`src/rtl/serial_twos_complement_array_pkg.sv`:
```
// ----------------------------------------------------------------------------
// serial_twos_complement_array_pkg
//   Shared definitions for the multi-channel serial two's complementer:
//   default geometry, frame FSM encoding and the per-bit control bundle that
//   the top broadcasts to every lane.
// ----------------------------------------------------------------------------
package serial_twos_complement_array_pkg;

    localparam int TC_WIDTH    = 8;   // bits per frame
    localparam int TC_CHANNELS = 2;   // parallel lanes

    // Frame FSM encoding
    typedef enum logic {
        ST_IDLE   = 1'b0,
        ST_ACTIVE = 1'b1
    } tc_state_e;

    // Per-bit control shared by all lanes
    typedef struct packed {
        logic acc;    // a bit is consumed this cycle
        logic first;  // consumed bit is bit 0 of a new frame
        logic last;   // consumed bit is bit WIDTH-1 of the frame
    } lane_ctl_t;

endpackage

```
`src/rtl/serial_twos_complement_array_lane.sv`:
```
// ----------------------------------------------------------------------------
// serial_twos_complement_array_lane
//   One lane of the serial two's complementer. Holds the mode and seen-one
//   flops, the Mealy bit logic (copy up to and including the first 1, invert
//   after it when negating), the LSB-first shift register that deserialises
//   the result, and the overflow detect.
//
// Ports
//   clk_i      in   1      clock, rising edge
//   rst_i      in   1      asynchronous reset, active high
//   ctl_i      in   struct per-bit control from the frame FSM
//   x_i        in   1      serial input bit
//   neg_en_i   in   1      mode, only sampled on the first bit of a frame
//   y_o        out  1      registered result bit (0 when no bit consumed)
//   word_o     out  WIDTH  last completed result word
//   ovf_o      out  1      last completed frame negated -2^(WIDTH-1)
// ----------------------------------------------------------------------------
module serial_twos_complement_array_lane
    import serial_twos_complement_array_pkg::*;
#(
    parameter int WIDTH = TC_WIDTH
) (
    input  logic             clk_i,
    input  logic             rst_i,
    input  lane_ctl_t        ctl_i,
    input  logic             x_i,
    input  logic             neg_en_i,
    output logic             y_o,
    output logic [WIDTH-1:0] word_o,
    output logic             ovf_o
);

    logic             mode_q;
    logic             seen_q;
    logic [WIDTH-1:0] shift_q;
    logic             y_q;
    logic [WIDTH-1:0] word_q;
    logic             ovf_q;

    logic             mode_d;
    logic             seen_d;
    logic             ybit;
    logic [WIDTH-1:0] shift_d;

    // Mode and seen-one restart on the first bit so a new frame never
    // inherits state from an interrupted one.
    always_comb begin
        mode_d  = ctl_i.first ? neg_en_i : mode_q;
        seen_d  = ctl_i.first ? 1'b0     : seen_q;
        ybit    = (mode_d & seen_d) ? ~x_i : x_i;
        shift_d = {ybit, shift_q[WIDTH-1:1]};
    end

    always_ff @(posedge clk_i or posedge rst_i) begin
        if (rst_i) begin
            mode_q  <= 1'b0;
            seen_q  <= 1'b0;
            shift_q <= '0;
            y_q     <= 1'b0;
            word_q  <= '0;
            ovf_q   <= 1'b0;
        end else begin
            y_q <= ctl_i.acc & ybit;
            if (ctl_i.acc) begin
                mode_q  <= mode_d;
                seen_q  <= seen_d | x_i;
                shift_q <= shift_d;
                // Publish only on a completed frame; a dropped partial frame
                // leaves the previous word and ovf untouched.
                if (ctl_i.last) begin
                    word_q <= shift_d;
                    // Input and result MSB both set while negating happens
                    // only for 100..0.
                    ovf_q  <= mode_d & x_i & ybit;
                end
            end
        end
    end

    assign y_o    = y_q;
    assign word_o = word_q;
    assign ovf_o  = ovf_q;

endmodule

```
`src/rtl/serial_twos_complement_array.sv`:
```
// ----------------------------------------------------------------------------
// serial_twos_complement_array
//   Multi-channel, word-framed serial two's complementer. CHANNELS lanes each
//   take an LSB-first serial word of WIDTH bits and either pass it through or
//   negate it. Produces a registered serial result, a deserialised parallel
//   word per lane, per-lane overflow and a framing-error pulse.
//
// Ports
//   t_clock     in   1               clock, rising edge
//   r           in   1               asynchronous reset, active high
//   x           in   CHANNELS        serial input bit per lane, LSB first
//   x_valid     in   1               qualifies x
//   x_first     in   1               with x_valid: bit 0 of a new frame
//   neg_en      in   CHANNELS        per-lane mode, sampled on the first bit
//   y           out  CHANNELS        serial result bit per lane
//   y_valid     out  1               y holds a result bit
//   y_last      out  1               y is bit WIDTH-1 of the frame
//   word        out  CHANNELS*WIDTH  parallel result, lane k at [k*WIDTH +: WIDTH]
//   word_valid  out  1               pulse: word updated this cycle
//   ovf         out  CHANNELS        per-lane negation overflow, with word
//   frame_err   out  1               pulse: x_first arrived mid-frame
// ----------------------------------------------------------------------------
module serial_twos_complement_array
    import serial_twos_complement_array_pkg::*;
#(
    parameter int WIDTH    = TC_WIDTH,
    parameter int CHANNELS = TC_CHANNELS
) (
    input  logic                      t_clock,
    input  logic                      r,
    input  logic [CHANNELS-1:0]       x,
    input  logic                      x_valid,
    input  logic                      x_first,
    input  logic [CHANNELS-1:0]       neg_en,
    output logic [CHANNELS-1:0]       y,
    output logic                      y_valid,
    output logic                      y_last,
    output logic [CHANNELS*WIDTH-1:0] word,
    output logic                      word_valid,
    output logic [CHANNELS-1:0]       ovf,
    output logic                      frame_err
);

    localparam int            CW       = $clog2(WIDTH);
    localparam logic [CW-1:0] LAST_IDX = CW'(WIDTH - 1);

    tc_state_e     state_q, state_d;
    logic [CW-1:0] cnt_q, cnt_d;
    logic          y_valid_q, y_last_q, word_valid_q, frame_err_q;

    logic          start;
    logic          accept;
    logic          last;
    logic          ferr;
    logic [CW-1:0] idx;
    lane_ctl_t     ctl;

    // Frame control. A first bit always restarts the frame, so a mid-frame
    // x_first flags an error and becomes bit 0 of the new frame.
    always_comb begin
        start   = x_valid & x_first;
        accept  = x_valid & (x_first | (state_q == ST_ACTIVE));
        idx     = start ? '0 : cnt_q;
        last    = accept & (idx == LAST_IDX);
        ferr    = start & (state_q == ST_ACTIVE) & (cnt_q != '0);

        state_d = state_q;
        cnt_d   = cnt_q;
        if (accept) begin
            if (last) begin
                state_d = ST_IDLE;
                cnt_d   = '0;
            end else begin
                state_d = ST_ACTIVE;
                cnt_d   = idx + CW'(1);
            end
        end

        ctl.acc   = accept;
        ctl.first = start;
        ctl.last  = last;
    end

    always_ff @(posedge t_clock or posedge r) begin
        if (r) begin
            state_q      <= ST_IDLE;
            cnt_q        <= '0;
            y_valid_q    <= 1'b0;
            y_last_q     <= 1'b0;
            word_valid_q <= 1'b0;
            frame_err_q  <= 1'b0;
        end else begin
            state_q      <= state_d;
            cnt_q        <= cnt_d;
            y_valid_q    <= accept;
            y_last_q     <= last;
            word_valid_q <= last;
            frame_err_q  <= ferr;
        end
    end

    for (genvar k = 0; k < CHANNELS; k++) begin : g_lane
        serial_twos_complement_array_lane #(
            .WIDTH (WIDTH)
        ) u_lane (
            .clk_i    (t_clock),
            .rst_i    (r),
            .ctl_i    (ctl),
            .x_i      (x[k]),
            .neg_en_i (neg_en[k]),
            .y_o      (y[k]),
            .word_o   (word[k*WIDTH +: WIDTH]),
            .ovf_o    (ovf[k])
        );
    end

    assign y_valid    = y_valid_q;
    assign y_last     = y_last_q;
    assign word_valid = word_valid_q;
    assign frame_err  = frame_err_q;

endmodule

```
`config.mk`:
```
export PLATFORM = sky130hd
export DESIGN_NAME = serial_twos_complement_array
export DESIGN_NICKNAME = d
export VERILOG_FILES = /design/src/rtl/serial_twos_complement_array_pkg.sv /design/src/rtl/serial_twos_complement_array_lane.sv /design/src/rtl/serial_twos_complement_array.sv
export SDC_FILE = /design/constraint.sdc
export NUM_CORES = 1
export LEC_CHECK = 0
export ABC_AREA = 1
export CORE_MARGIN = 2
export CORE_UTILIZATION = 55
export CTS_CLUSTER_DIAMETER = 60
export DETAILED_ROUTE_END_ITERATION = 8
export GPL_TIMING_DRIVEN = 0
export PLACE_DENSITY = 0.83
export SLEW_MARGIN = 20
export SYNTH_ARGS = -nofsm -noshare
export SYNTH_HDL_FRONTEND = slang
export SYNTH_SLANG_ARGS = --single-unit
```
`constraint.sdc`:
```
create_clock -name t_clock -period 3.8 [get_ports t_clock]
set_clock_uncertainty 0.2 [all_clocks]
set_input_delay 1.14 -clock t_clock [delete_from_list [all_inputs] [get_ports t_clock]]
set_output_delay 1.14 -clock t_clock [all_outputs]
set_load 0.02 [all_outputs]
```
=== Word-level counts from Yosys, hierarchy flattened ===
Cells that the tools add are included.

* Output and inout bits: 24
* Memory bits (read-only): 0
* Word-level logic and storage cells: 48
* Flip-flop bits (word level): 47
* Memories: 0
* Bits in latches: 0
* Memory bits (writable): 0
* Input bits: 8

* Multiply operators: 0
* Shift operators: 0
* Bitwise gates (word level): 18
* Eq/ne operators: 1
* Divide/modulo/power cells: 0
* Mux-type cells: 9
* Magnitude comparators: 0
* Add/sub/neg operators: 1
* Reductions and logical operators: 2

{| class="wikitable"
|+ Operators by type and width
! operator !! number
|-
| $and A1 B1 Y1 || 13
|-
| $mux W1 || 7
|-
| $mux W3 || 2
|-
| $add A3 B1 Y3 const B || 1
|-
| $eq A3 B3 Y1 const B || 1
|-
| $or A1 B1 Y1 || 3
|-
| $reduce_bool A3 Y1 || 1
|-
| $not A1 Y1 || 2
|-
| $reduce_and A2 Y1 || 1
|}

=== Logic depth before layout (Yosys ltp) ===
* Depth after elaboration: 5
* Mapped depth: 9

=== Cells and area by module ===
A second synthesis with hierarchy kept.

* Cell total of the unflattened synthesis: 203
* Area, all modules: 1,865.5 sq um

{| class="wikitable"
|+ By module, submodules not included
! module !! cells an instance !! area each (sq um) !! sequential area each (sq um) !! times used
|-
| serial_twos_complement_array_lane || 82 || 770.7 || 475.5 || 2
|-
| serial_twos_complement_array || 39 || 324.1 || 175.2 || 1
|}

=== Worst setup path before layout ===
No wires, ideal clock.

* Path kind: input -> register
* From: input port x_valid
* To: register g_lane[1].u_lane.word_q[4]
* Data required time: 3.483 ns
* Buffers on the path: 1
* Library setup time: 0.117 ns
* Cell stages on the path: 9
* Setup slack: 1.330 ns
* Arrival: 2.153 ns
* Cell sequence: nand2_4 inv_1 nor2_1 ha_1 ha_1 nand2_4 buf_6 nand2_2 o21ai_2

* Cells in the longest elaborated chain, start to end: 5

{| class="wikitable"
|+ Ends and longest elaborated chain
! element !! line !! text
|-
| start: declaration || serial_twos_complement_array.sv:32 || <nowiki>input logic x_valid,</nowiki>
|-
| $and A1 B1 Y1 || serial_twos_complement_array.sv:61 || <nowiki>start = x_valid & x_first;</nowiki>
|-
| $mux W3 || serial_twos_complement_array.sv:63 || <nowiki>idx = start ? '0 : cnt_q;</nowiki>
|-
| $eq A3 B3 Y1 || serial_twos_complement_array.sv:64 || <nowiki>last = accept & (idx == LAST_IDX);</nowiki>
|-
| $and A1 B1 Y1 || serial_twos_complement_array.sv:64 ||
|-
| $reduce_and A2 Y1 (no source line) (*) || -- ||
|-
| end signal: assignment || serial_twos_complement_array_lane.sv:71 || <nowiki>word_q <= shift_d;</nowiki>
|-
| end: declaration || serial_twos_complement_array_lane.sv:37 || <nowiki>logic [WIDTH-1:0] word_q;</nowiki>
|}

Every way passes the cells marked *; elsewhere a longest branch is shown, timed or not.
A chain may end at the register's enable or synchronous reset.

=== Final worst setup path ===
* From: input port x_valid
* To: register g_lane[0].u_lane.word_q[2]

* Cells in the longest elaborated chain, start to end: 5

{| class="wikitable"
|+ Ends and longest elaborated chain
! element !! line
|-
| $and A1 B1 Y1 || serial_twos_complement_array.sv:61
|-
| $mux W3 || serial_twos_complement_array.sv:63
|-
| $eq A3 B3 Y1 || serial_twos_complement_array.sv:64
|-
| $and A1 B1 Y1 || serial_twos_complement_array.sv:64
|-
| $reduce_and A2 Y1 (no source line) (*) || --
|-
| end signal: assignment || serial_twos_complement_array_lane.sv:71
|-
| end: declaration || serial_twos_complement_array_lane.sv:37
|}

Marks and branches as above.

==> metrics.txt <==
# TYPE chip_impl_metric gauge
chip_impl_metric{name="synth_top_cell_area_share",unit="%"} 59.02
chip_impl_info{name="synthFlopType",value="dfrtp_1"} 1
chip_impl_metric{name="timing.setup.tns",unit="ns"} 0
chip_impl_info{name="crit_family",value="buffers and inverters"} 1
chip_impl_metric{name="placement_rows",unit=""} 21
chip_impl_metric{name="area_growth",unit="%"} 23.02
chip_impl_metric{name="clk_path_buf_depth",unit=""} 2
chip_impl_metric{name="max_clock_freq",unit="MHz"} 349.4
chip_impl_metric{name="final_cell_count_no_fill",unit=""} 285
chip_impl_metric{name="clk-insertion-delay-late",unit="ns"} 0.36
chip_impl_metric{name="setup_viol_count_final",unit=""} 0
chip_impl_metric{name="fin_total_pwr",unit="uW"} 1515
chip_impl_metric{name="ir_worst_vdd",unit="mV"} 0.3039
chip_impl_metric{name="cellLeakagePower",unit="uW"} 0.001209
chip_impl_info{name="worstSetupStartpointType",value="primary input"} 1
chip_impl_metric{name="clk_pin_slew",unit="ns"} 0.13
chip_impl_metric{name="io_buffers",unit=""} 31
chip_impl_metric{name="cts_setup_buffers",unit=""} 0
chip_impl_info{name="synth_area_leaders",value="dfrtp_1 59%, nand2_1 12%, inv_1 6.1%"} 1
chip_impl_metric{name="synth_sequential_area_ratio",unit="%"} 59.02
chip_impl_metric{name="worst_ep_arrival_time",unit="ns"} 2.91
chip_impl_metric{name="period_utilization",unit="%"} 75.31
chip_impl_info{name="worstHoldPathType",value="flop to flop"} 1
chip_impl_metric{name="finish.net_count",unit=""} 248
chip_impl_metric{name="worst-r2r-cell-count",unit=""} 7
chip_impl_metric{name="dp_hpwl",unit="um"} 2422
chip_impl_metric{name="cp_num_buf_inv",unit=""} 3
chip_impl_metric{name="final_antenna_net_count",unit=""} 0
chip_impl_metric{name="drt-total-wl",unit="um"} 3329
chip_impl_metric{name="critical_path_depth",unit=""} 9
chip_impl_metric{name="timing.max_slew.rel_slack",unit="%"} 75.34
chip_impl_metric{name="p_switching",unit="uW"} 542.2
chip_impl_metric{name="finalHoldViolCount",unit=""} 0
chip_impl_metric{name="cts-hold-fix-buffers",unit=""} 0
chip_impl_metric{name="post_drt_via_cell_ratio",unit=""} 4.818
chip_impl_metric{name="vias",unit=""} 1373
chip_impl_metric{name="top_level_ports",unit=""} 32
chip_impl_metric{name="synth_warnings",unit=""} 0
chip_impl_metric{name="first_pass_iters",unit=""} 4
chip_impl_metric{name="cts.htree.levels",unit=""} 2
chip_impl_metric{name="height_of_the_die",unit="um"} 62.90
chip_impl_metric{name="synth_nets",unit=""} 209
chip_impl_metric{name="max_cap_violations",unit=""} 0
chip_impl_metric{name="start_util",unit="%"} 57.18
chip_impl_metric{name="synthDistinctLibCells",unit=""} 18
chip_impl_metric{name="drt_iter0_drc",unit=""} 83
chip_impl_info{name="cts_tree",value="built"} 1
chip_impl_metric{name="syn-instance-count",unit=""} 199
chip_impl_metric{name="worst-slew-pin-transition",unit="ns"} 0.3694
chip_impl_metric{name="wl_per_cell",unit="um"} 11.68
chip_impl_info{name="cp-end-kind",value="flop"} 1
chip_impl_info{name="status",value="complete, no violations"} 1
chip_impl_metric{name="comb_power_share",unit="%"} 38.3
chip_impl_metric{name="postSynth.asyncResetShare",unit="%"} 100.0
chip_impl_metric{name="power-per-cell-area",unit="nW/um^2"} 645.5
chip_impl_metric{name="power_frac_clock",unit="%"} 14.5
chip_impl_metric{name="grt-ovfl-total",unit=""} 0
chip_impl_metric{name="drc_errors",unit=""} 0
chip_impl_metric{name="track_usage",unit="%"} 20.34
chip_impl_metric{name="gp_routability_congestion",unit=""} 0.7590
chip_impl_metric{name="antenna_violations_before_repair",unit=""} 0
chip_impl_info{name="path_cells",value="clkdlybuf4s50_1 -> nand2_4 -> inv_1 -> nor2_1 -> ha_1 -> ha_1 -> nand2_4 -> buf_6 -> o21ai_2"} 1
chip_impl_metric{name="critical_path_required",unit="ns"} 3.85
chip_impl_metric{name="grt_pass1_vias",unit=""} 1388
chip_impl_metric{name="grt_start_max_net_pins",unit=""} 31
chip_impl_metric{name="p_seq_share",unit="%"} 47.2
chip_impl_metric{name="grt_first_pass_wirelength",unit="um"} 6161
chip_impl_metric{name="ys_seq_elements",unit=""} 45
chip_impl_metric{name="synth_area",unit="um^2"} 1908
chip_impl_metric{name="largest_fanout_on_the_critical_path",unit=""} 10
chip_impl_metric{name="cts_repair_resizes",unit=""} 0
chip_impl_info{name="cts_root_buf",value="clkbuf_4"} 1
chip_impl_metric{name="number_of_max_slew_violations_in_the_final_report",unit=""} 0
chip_impl_metric{name="antennaDiodeCount",unit=""} 0
chip_impl_metric{name="syn_area_per_cell",unit="um^2"} 9.588
chip_impl_info{name="cell_types_with_the_highest_counts_after_synthesis",value="60 x nand2_1, 45 x dfrtp_1, 31 x inv_1"} 1
chip_impl_metric{name="power.internal",unit="uW"} 973.0
chip_impl_metric{name="dieArea",unit="um^2"} 3956
chip_impl_info{name="synth.most_common_cell",value="nand2_1"} 1
chip_impl_info{name="post-synth-top-area-cell",value="dfrtp_1"} 1
chip_impl_info{name="worst_path_max_delay_cell",value="clkdlybuf4s50_1"} 1
chip_impl_metric{name="cts_inserted_buffers",unit=""} 5
chip_impl_info{name="grt_setup_unrepaired",value="no"} 1
chip_impl_metric{name="number_of_synthesized_flops_with_an_enable_pin",unit=""} 0
chip_impl_metric{name="core",unit="um^2"} 3337
chip_impl_metric{name="placedCellCount",unit=""} 277
chip_impl_metric{name="cts_sinks",unit=""} 45
chip_impl_metric{name="cpPeakStageDelay",unit="ns"} 0.59
chip_impl_info{name="timing.setup.critical_path_class",value="primary input to flop"} 1
chip_impl_metric{name="hold_depth",unit=""} 2
chip_impl_metric{name="die_width",unit="um"} 62.90
chip_impl_metric{name="fraction_of_layout_cells_with_a_size_suffix_above_1",unit="%"} 16.32
chip_impl_metric{name="period_needed",unit="ns"} 2.862
chip_impl_metric{name="power.share.switching",unit="%"} 35.79
-- power by group through the flow --
stage | Combinational [uW] | Clock (uW) | Sequential (uW)
2_1_floorplan | 273 | 0 | 799
4_1_cts | 590 | 225 | 716
5_1_grt | 641 | 250 | 737
6_report | 580 | 220 | 716
3_3_place_gp | 567 | 0 | 719
3_5_place_dp | 587 | 0 | 726
-- layout by cell type (no fill, tap or decap) --
cell / instances
clkdlybuf4s50_1: 31
nand4_1: 2
nand3_1: 6
inv_1: 30
nand2_1: 60
clkinv_2: 2
buf_6: 3
ha_1: 2
o21ai_0: 16
nor2_1: 5
clkbuf_4: 5
dfrtp_1: 45
buf_12: 1
buf_2: 1
o22ai_1: 1
clkbuf_1: 1
a31oi_1: 1
nand2_2: 3
nand2_4: 2
inv_2: 2
nand2_8: 1
o21ai_2: 12
buf_4: 7
-- state kept, by name, indices dropped and copies added (netlist names) --
name / cells
g_lane.u_lane.ovf_o: 2
g_lane.u_lane.shift_q: 14
word_valid: 1
frame_err: 1
g_lane.u_lane.y_o: 2
g_lane.u_lane.mode_q: 2
g_lane.u_lane.word_o: 16
y_valid: 1
cnt_q: 3
g_lane.u_lane.seen_q: 2
state_q: 1
-- final timing paths --
| path | start | end | slack [ns] |
|---|---|---|---|
| worst max register to register | cnt_q[0] | g_lane[0].u_lane.word_o[2] | 2.13 |
| min in group asynchronous | r | g_lane[0].u_lane.word_o[0] | 0.85 |
| worst min register to register | g_lane[1].u_lane.shift_q[2] | g_lane[1].u_lane.shift_q[1] | 0.29 |
| worst max-delay path | x_valid | g_lane[0].u_lane.word_o[2] | 0.94 |
| max in group asynchronous | r | g_lane[0].u_lane.shift_q[3] | 2.06 |
| worst min-delay path | g_lane[1].u_lane.shift_q[2] | g_lane[1].u_lane.shift_q[1] | 0.29 |
-- area by class of cell --
class                           count  area (um^2)
Inverter                           32        120.1
Multi-Input combinational cell    111        570.5
Timing Repair Buffer               32        330.3
Sequential cell                    45         1126
Clock inverter                      2        10.01
Clock buffer                        6        41.29
Fill cell                         269        989.7
Tap cell                           46        57.56
Buffer                             11        91.34
-- routing by layer --
layer  GRT usage, %  up-vias  wire length (um)  part of all wire (%)
met5              0        -                 0                     0
met4          6.667        0                51                   1.5
met3          5.946        6               112                   3.4
met2          33.78       23              1648                    50
met1          25.55      655              1516                    46
li1               -      689                 -                     -
-- logic make-up after synthesis --
kind of cell	share of synthesized area [%]
buf+inv	11.08
simple gates	18.23
fa+ha+maj	1.311
compound gates	10.36
flops	59.02
-- metrics by stage --
step                      area, um^2  worst slack [ns]  hold slack, ns  util [%]
final                           2347            0.9383          0.2944     70.34
after global routing            2347            0.7932          0.3256     70.34
after CTS                       2347            0.9301          0.2999     70.34
after detailed placement        2296            0.5444          0.2670     68.80
after global placement          2276            0.5473          0.2638     68.20
after floorplan                 1908             1.330          0.2500         -
-- worst reg2reg max path, stage by stage, from the launching register on --
cell     delay [ns]
dfrtp_1        0.39
inv_1          0.10
nor2_1         0.07
ha_1           0.21
ha_1           0.25
nand2_4        0.13
buf_6          0.18
o21ai_2        0.07
(Power assumes the default switching activity.)
